--- config.mk ---
export PLATFORM = sky130hd
export DESIGN_NAME = nmr_bstrm_sram_arb
export DESIGN_NICKNAME = d
export VERILOG_FILES = /design/src/rtl/nmr_bstrm_sram_arb.sv
export SDC_FILE = /design/constraint.sdc
export NUM_CORES = 1
export LEC_CHECK = 0
export ABC_AREA = 1
export BUFFER_PORTS_ARGS = -buffer_cell sky130_fd_sc_hd__buf_2
export CAP_MARGIN = 30
export CORE_AREA = 4 4 271 273
export CTS_BUF_LIST = sky130_fd_sc_hd__clkbuf_16
export DETAILED_ROUTE_END_ITERATION = 7
export DIE_AREA = 0 0 275 277
export GPL_ROUTABILITY_DRIVEN = 0
export SLEW_MARGIN = 20
export SYNTH_ARGS = -nofsm -noshare
export SYNTH_HDL_FRONTEND = slang
export SYNTH_SLANG_ARGS = --single-unit
--- constraint.sdc ---
create_clock -name CLK -period 30.4 [get_ports CLK]
set_clock_uncertainty 0.1 [all_clocks]
set_input_delay 0 -clock CLK [delete_from_list [all_inputs] [get_ports CLK]]
set_output_delay 0 -clock CLK [all_outputs]
set_load 0.01 [all_outputs]
--- src/rtl/nmr_bstrm_sram_arb.sv ---
// Command-SRAM arbiter between the host access port and the bitstream engine fetch port.
// One transaction in flight, round-robin on contention, host writes locked out while RUN.
module nmr_bstrm_sram_arb #(
   parameter int SRAM_ADDR_WIDTH   = 8,
   parameter int SRAM_DAT_WIDTH    = 128,
   parameter int SRAM_BYTEEN_WIDTH = 16,
   parameter int RD_LAT            = 2
) (
   input  logic                         CLK,
   input  logic                         RST,
   input  logic                         RUN,
   input  logic                         HOST_REQ,
   input  logic                         HOST_WR,
   input  logic [SRAM_ADDR_WIDTH-1:0]   HOST_ADDR,
   input  logic [SRAM_DAT_WIDTH-1:0]    HOST_WR_DAT,
   input  logic [SRAM_BYTEEN_WIDTH-1:0] HOST_BYTEEN,
   output logic                         HOST_GNT,
   output logic                         HOST_ERR,
   output logic                         HOST_RD_VALID,
   output logic [SRAM_DAT_WIDTH-1:0]    HOST_RD_DAT,
   input  logic                         ENG_REQ,
   input  logic [SRAM_ADDR_WIDTH-1:0]   ENG_ADDR,
   output logic                         ENG_ACK,
   output logic [SRAM_DAT_WIDTH-1:0]    ENG_RD_DAT,
   output logic [SRAM_ADDR_WIDTH-1:0]   SRAM_ADDR,
   output logic                         SRAM_CS,
   output logic                         SRAM_CLKEN,
   output logic                         SRAM_WR,
   output logic [SRAM_DAT_WIDTH-1:0]    SRAM_WR_DAT,
   output logic [SRAM_BYTEEN_WIDTH-1:0] SRAM_BYTEEN,
   input  logic [SRAM_DAT_WIDTH-1:0]    SRAM_RD_DAT
);

   typedef enum logic [1:0] {IDLE, WR, RD, RD_WAIT} state_t;

   // RD_WAIT lasts RD_LAT cycles; the counter loads RD_LAT-1 and captures at zero.
   localparam logic [1:0] WAIT_INIT = 2'(RD_LAT - 1);

   state_t state_q, state_d;

   logic [1:0]                   cnt_q, cnt_d;
   logic                         owner_eng_q, owner_eng_d;
   logic                         last_host_q, last_host_d;
   logic                         eng_elig_q, eng_elig_d;
   logic [SRAM_ADDR_WIDTH-1:0]   sram_addr_q, sram_addr_d;
   logic                         sram_cs_q, sram_cs_d;
   logic                         sram_wr_q, sram_wr_d;
   logic [SRAM_DAT_WIDTH-1:0]    sram_wr_dat_q, sram_wr_dat_d;
   logic [SRAM_BYTEEN_WIDTH-1:0] sram_byteen_q, sram_byteen_d;
   logic                         host_gnt_q, host_gnt_d;
   logic                         host_err_q, host_err_d;
   logic                         host_rd_valid_q, host_rd_valid_d;
   logic [SRAM_DAT_WIDTH-1:0]    host_rd_dat_q, host_rd_dat_d;
   logic                         eng_ack_q, eng_ack_d;
   logic [SRAM_DAT_WIDTH-1:0]    eng_rd_dat_q, eng_rd_dat_d;

   logic eng_pend, pick_eng, pick_host, host_rej;

   // Engine only competes once ENG_REQ has dropped since its last ACK.
   assign eng_pend  = ENG_REQ & eng_elig_q;
   assign pick_eng  = eng_pend & (~HOST_REQ | last_host_q);
   assign pick_host = HOST_REQ & ~pick_eng;
   assign host_rej  = pick_host & HOST_WR & RUN;

   // NOTE: sequential state uses non-blocking assignments so every flop samples pre-edge values.
   always_ff @(posedge CLK or posedge RST) begin
      if (RST) state_q <= IDLE;
      else     state_q <= state_d;
   end

   always_comb begin
      state_d = state_q;
      case (state_q)
         IDLE: begin
            if (pick_eng)                   state_d = RD;
            else if (pick_host && !host_rej) state_d = HOST_WR ? WR : RD;
         end
         WR:      state_d = IDLE;
         RD:      state_d = RD_WAIT;
         RD_WAIT: if (cnt_q == 2'd0) state_d = IDLE;
         default: state_d = IDLE;
      endcase
   end

   always_comb begin
      // NOTE: every _d gets a default before the case so no path can infer a latch.
      cnt_d           = cnt_q;
      owner_eng_d     = owner_eng_q;
      last_host_d     = last_host_q;
      eng_elig_d      = eng_elig_q | ~ENG_REQ;
      sram_addr_d     = sram_addr_q;
      sram_cs_d       = 1'b0;
      sram_wr_d       = 1'b0;
      sram_wr_dat_d   = '0;
      sram_byteen_d   = '0;
      host_gnt_d      = 1'b0;
      host_err_d      = 1'b0;
      host_rd_valid_d = 1'b0;
      host_rd_dat_d   = host_rd_dat_q;
      eng_ack_d       = 1'b0;
      eng_rd_dat_d    = eng_rd_dat_q;
      case (state_q)
         IDLE: begin
            if (pick_eng) begin
               owner_eng_d   = 1'b1;
               last_host_d   = 1'b0;
               sram_cs_d     = 1'b1;
               sram_addr_d   = ENG_ADDR;
               sram_byteen_d = '1;
            end else if (pick_host) begin
               last_host_d = 1'b1;
               if (host_rej) begin
                  host_err_d = 1'b1;
               end else begin
                  owner_eng_d = 1'b0;
                  host_gnt_d  = 1'b1;
                  sram_cs_d   = 1'b1;
                  sram_addr_d = HOST_ADDR;
                  if (HOST_WR) begin
                     sram_wr_d     = 1'b1;
                     sram_wr_dat_d = HOST_WR_DAT;
                     sram_byteen_d = HOST_BYTEEN;
                  end else begin
                     sram_byteen_d = '1;
                  end
               end
            end
         end
         RD: cnt_d = WAIT_INIT;
         RD_WAIT: begin
            if (cnt_q == 2'd0) begin
               if (owner_eng_q) begin
                  eng_ack_d    = 1'b1;
                  eng_rd_dat_d = SRAM_RD_DAT;
                  eng_elig_d   = 1'b0;
               end else begin
                  host_rd_valid_d = 1'b1;
                  host_rd_dat_d   = SRAM_RD_DAT;
               end
            end else begin
               cnt_d = cnt_q - 2'd1;
            end
         end
         default: ;
      endcase
   end

   always_ff @(posedge CLK or posedge RST) begin
      if (RST) begin
         cnt_q           <= 2'd0;
         owner_eng_q     <= 1'b0;
         last_host_q     <= 1'b1;
         eng_elig_q      <= 1'b1;
         sram_addr_q     <= '0;
         sram_cs_q       <= 1'b0;
         sram_wr_q       <= 1'b0;
         sram_wr_dat_q   <= '0;
         sram_byteen_q   <= '0;
         host_gnt_q      <= 1'b0;
         host_err_q      <= 1'b0;
         host_rd_valid_q <= 1'b0;
         host_rd_dat_q   <= '0;
         eng_ack_q       <= 1'b0;
         eng_rd_dat_q    <= '0;
      end else begin
         cnt_q           <= cnt_d;
         owner_eng_q     <= owner_eng_d;
         last_host_q     <= last_host_d;
         eng_elig_q      <= eng_elig_d;
         sram_addr_q     <= sram_addr_d;
         sram_cs_q       <= sram_cs_d;
         sram_wr_q       <= sram_wr_d;
         sram_wr_dat_q   <= sram_wr_dat_d;
         sram_byteen_q   <= sram_byteen_d;
         host_gnt_q      <= host_gnt_d;
         host_err_q      <= host_err_d;
         host_rd_valid_q <= host_rd_valid_d;
         host_rd_dat_q   <= host_rd_dat_d;
         eng_ack_q       <= eng_ack_d;
         eng_rd_dat_q    <= eng_rd_dat_d;
      end
   end

   assign SRAM_ADDR     = sram_addr_q;
   assign SRAM_CS       = sram_cs_q;
   assign SRAM_CLKEN    = sram_cs_q;
   assign SRAM_WR       = sram_wr_q;
   assign SRAM_WR_DAT   = sram_wr_dat_q;
   assign SRAM_BYTEEN   = sram_byteen_q;
   assign HOST_GNT      = host_gnt_q;
   assign HOST_ERR      = host_err_q;
   assign HOST_RD_VALID = host_rd_valid_q;
   assign HOST_RD_DAT   = host_rd_dat_q;
   assign ENG_ACK       = eng_ack_q;
   assign ENG_RD_DAT    = eng_rd_dat_q;

endmodule

==> results.json <==
{
  "dr.pass1.iters": 5,
  "irDropWorstVdd_uv": 48.8,
  "yosysSeqAreaShare": 0.688,
  "placed_cell_area_mm2": 0.0198,
  "clk_pin_slew_ps": 60,
  "drive_gt1_frac": 0.354,
  "start_kind": "flop",
  "cap_viol_max_count": 0,
  "ys_types": 24,
  "tightest_slew_ps": 1000,
  "p_leak_nw": 13.8,
  "synthArstFlopShare": 1.00,
  "ys.warnings.count": 0,
  "finalCriticalPeriod_ps": 3120,
  "p_per_area_mw_per_mm2": 83.5,
  "setup_viol": 0,
  "syn_nets": 1723,
  "place_inst": 3031,
  "fin_tns_setup_ps": 0,
  "hold_path_class": "in2async",
  "first_iter_violations": 639,
  "slew_headroom": 0.332,
  "seq_area_mm2": 0.0105,
  "status": "completed",
  "cts_tree": "built",
  "cts_max_path_buffers": 3,
  "core_mm2": 0.0711,
  "path_class": "reg2reg",
  "io_pins": 709,
  "crit_arrival_ps": 3460,
  "final_cells": 3473,
  "critPathRequiredTime_ps": 30740,
  "max_freq_mhz": 321,
  "port_buffers": 708,
  "grt_first_pass_wirelength_um": 84000,
  "dieArea_mm2": 0.0762,
  "dp_hpwl_um": 37700,
  "rsz0062_at_grt": "false",
  "cts.sinks": 421,
  "die_h_um": 277,
  "syn_to_final_growth_pct": 62.7,
  "rows": 98,
  "insertion_delay_ps": 560,
  "ant_nets": 0,
  "report.final.hold_viol_count": 0,
  "avgViaCountPerCell": 3.93,
  "fin_nets": 2781,
  "drc": 0,
  "drt_wl_total_um": 55500,
  "slew_violations": 0,
  "synth_top_flop_cell": "dfrtp_1",
  "ys_ff_latch": 421,
  "avgSynthCellArea_um2": 10.7,
  "start_util": 0.215,
  "synth-edff-count": 0,
  "grt_pass1_vias": 14500,
  "vias": 13600,
  "end_kind": "flop",
  "dieWidth_um": 275,
  "grtUsageTotal": 0.140,
  "antenna_found_initial": 6,
  "post_cts_buffers": 0,
  "n_fill_cell": 6984,
  "cts-root-buf": "clkbuf_16",
  "globalRouteOverflowTotal": 0,
  "finalInstanceArea_mm2": 0.0249,
  "routedWlPerCell_um": 16.0,
  "synth_area_mm2": 0.0153,
  "numCtsBuffers": 46,
  "grt_max_degree": 153,
  "htreeDepth": 2,
  "post-layout-total-power_mw": 2.08,
  "multiInputGateArea_mm2": 0.00375,
  "post_cts_resized": 0,
  "netlist_instances": 1428,
  "worstPathMaxFanout": 12,
  "timing.final.crit_share": 0.102,
  "layout_common_cells": "buf_2 (708), dfrtp_1 (419), nand2_1 (360), dlygate4sd3_1 (354), nor2_1 (202)",
  "final_common_cell": "buf_2"
}
==> state kept, by name (all words and copies together), names as in the netlist <==
signal         cells
state_q            2
HOST_RD_DAT      128
SRAM_WR_DAT      128
SRAM_ADDR          8
HOST_RD_VALID      1
HOST_ERR           1
SRAM_BYTEEN       16
last_host_q        1
ENG_RD_DAT       128
SRAM_CLKEN         1
SRAM_WR            1
ENG_ACK            1
cnt_q              2
owner_eng_q        1
eng_elig_q         1
HOST_GNT           1
==> power breakdown <==
group | switching, mW | internal (mW) | leakage, nW | total [mW]
logic | 0.375 | 0.298 | 7.78 | 0.673
registers | 0.0947 | 0.754 | 5.31 | 0.849
clock network | 0.228 | 0.330 | 0.755 | 0.559
total | 0.698 | 1.38 | 13.8 | 2.08
==> logic make-up (layout without fill, tap and decap cells) <==
group / Yosys count / count (layout) / share of synthesized area
adder cells (fa/ha/maj): 1 / 1 / 0.000817
multiplexers: 93 / 93 / 0.0684
buffers and inverters: 247 / 1339 / 0.0688
flip-flops: 421 / 421 / 0.688
AND/OR/NAND/NOR: 587 / 587 / 0.148
AO/OA/AOI/OAI: 79 / 79 / 0.0262
other: 0 / 3 / 0
==> final cells by class <==
class	count	area share
diodes	3	0.000301
clock buffers	47	0.0472
clock inverters	35	0.0127
inverters	182	0.0278
multi-input cells	760	0.150
flip-flops and latches	421	0.423
well taps	950	0.0477
repair buffers	1075	0.291
==> path summary, 6_finish.rpt <==
path,start,endpoint,slack (ps),cells after the start
min in group CLK,SRAM_RD_DAT[75],HOST_RD_DAT[75],80,4
worst min-delay path,RST,SRAM_WR_DAT[118],80,3
worst max register to register,eng_elig_q,SRAM_ADDR[2],27280,10
worst max-delay path,eng_elig_q,SRAM_ADDR[2],27280,10
worst min register to register,SRAM_ADDR[1],SRAM_ADDR[1],360,2
max in group asynchronous,RST,HOST_RD_DAT[37],28240,7
==> worst max-delay path, stage by stage (launching register included) <==
cell,delay (ps)
dfstp_2,530
nand2_1,70
inv_2,170
nand2_4,150
nand2_1,80
dlygate4sd3_1,550
nand2_1,60
dlygate4sd3_1,570
nand3_1,90
dlygate4sd3_1,570
nand2_1,50
==> cell usage after synthesis (3+ instances only) <==
master,n,area [um2]
a21oi_1,38,190
buf_1,7,26.3
buf_2,23,115
buf_6,12,135
clkbuf_1,21,78.8
dfrtp_1,419,10500
inv_1,180,676
mux2_2,93,1050
nand2_1,361,1360
nand2_4,3,33.8
nand3_1,16,80.1
nor2_1,203,762
o21ai_0,38,190
==> what timing repair did <==
action | in CTS | in global routing
endpoints found under the setup margin | 0 | 0
hold buffers | 354 | 0
endpoints found under the hold margin | 534 | 0
==> through the flow <==
stage                     setup WS [ps]  utilization  hold WS (ps)
after floorplan                   18580            -         -43.8
after global placement            27510        0.278          81.9
after detailed placement          27520        0.278          83.4
after CTS                         27410        0.349          31.0
after global routing              27190        0.350          43.0
final                             27280        0.350          81.4
==> metal layers <==
layer	vias up	part of all wire	wire length [um]	track usage
li1	6451	-	-	-
met1	6474	0.37	20400	0.152
met2	601	0.51	28100	0.253
met3	118	0.084	4680	0.0423
met4	4	0.041	2280	0.0563
met5	-	0.00038	21	0
Power figures use the tool's default switching activity.
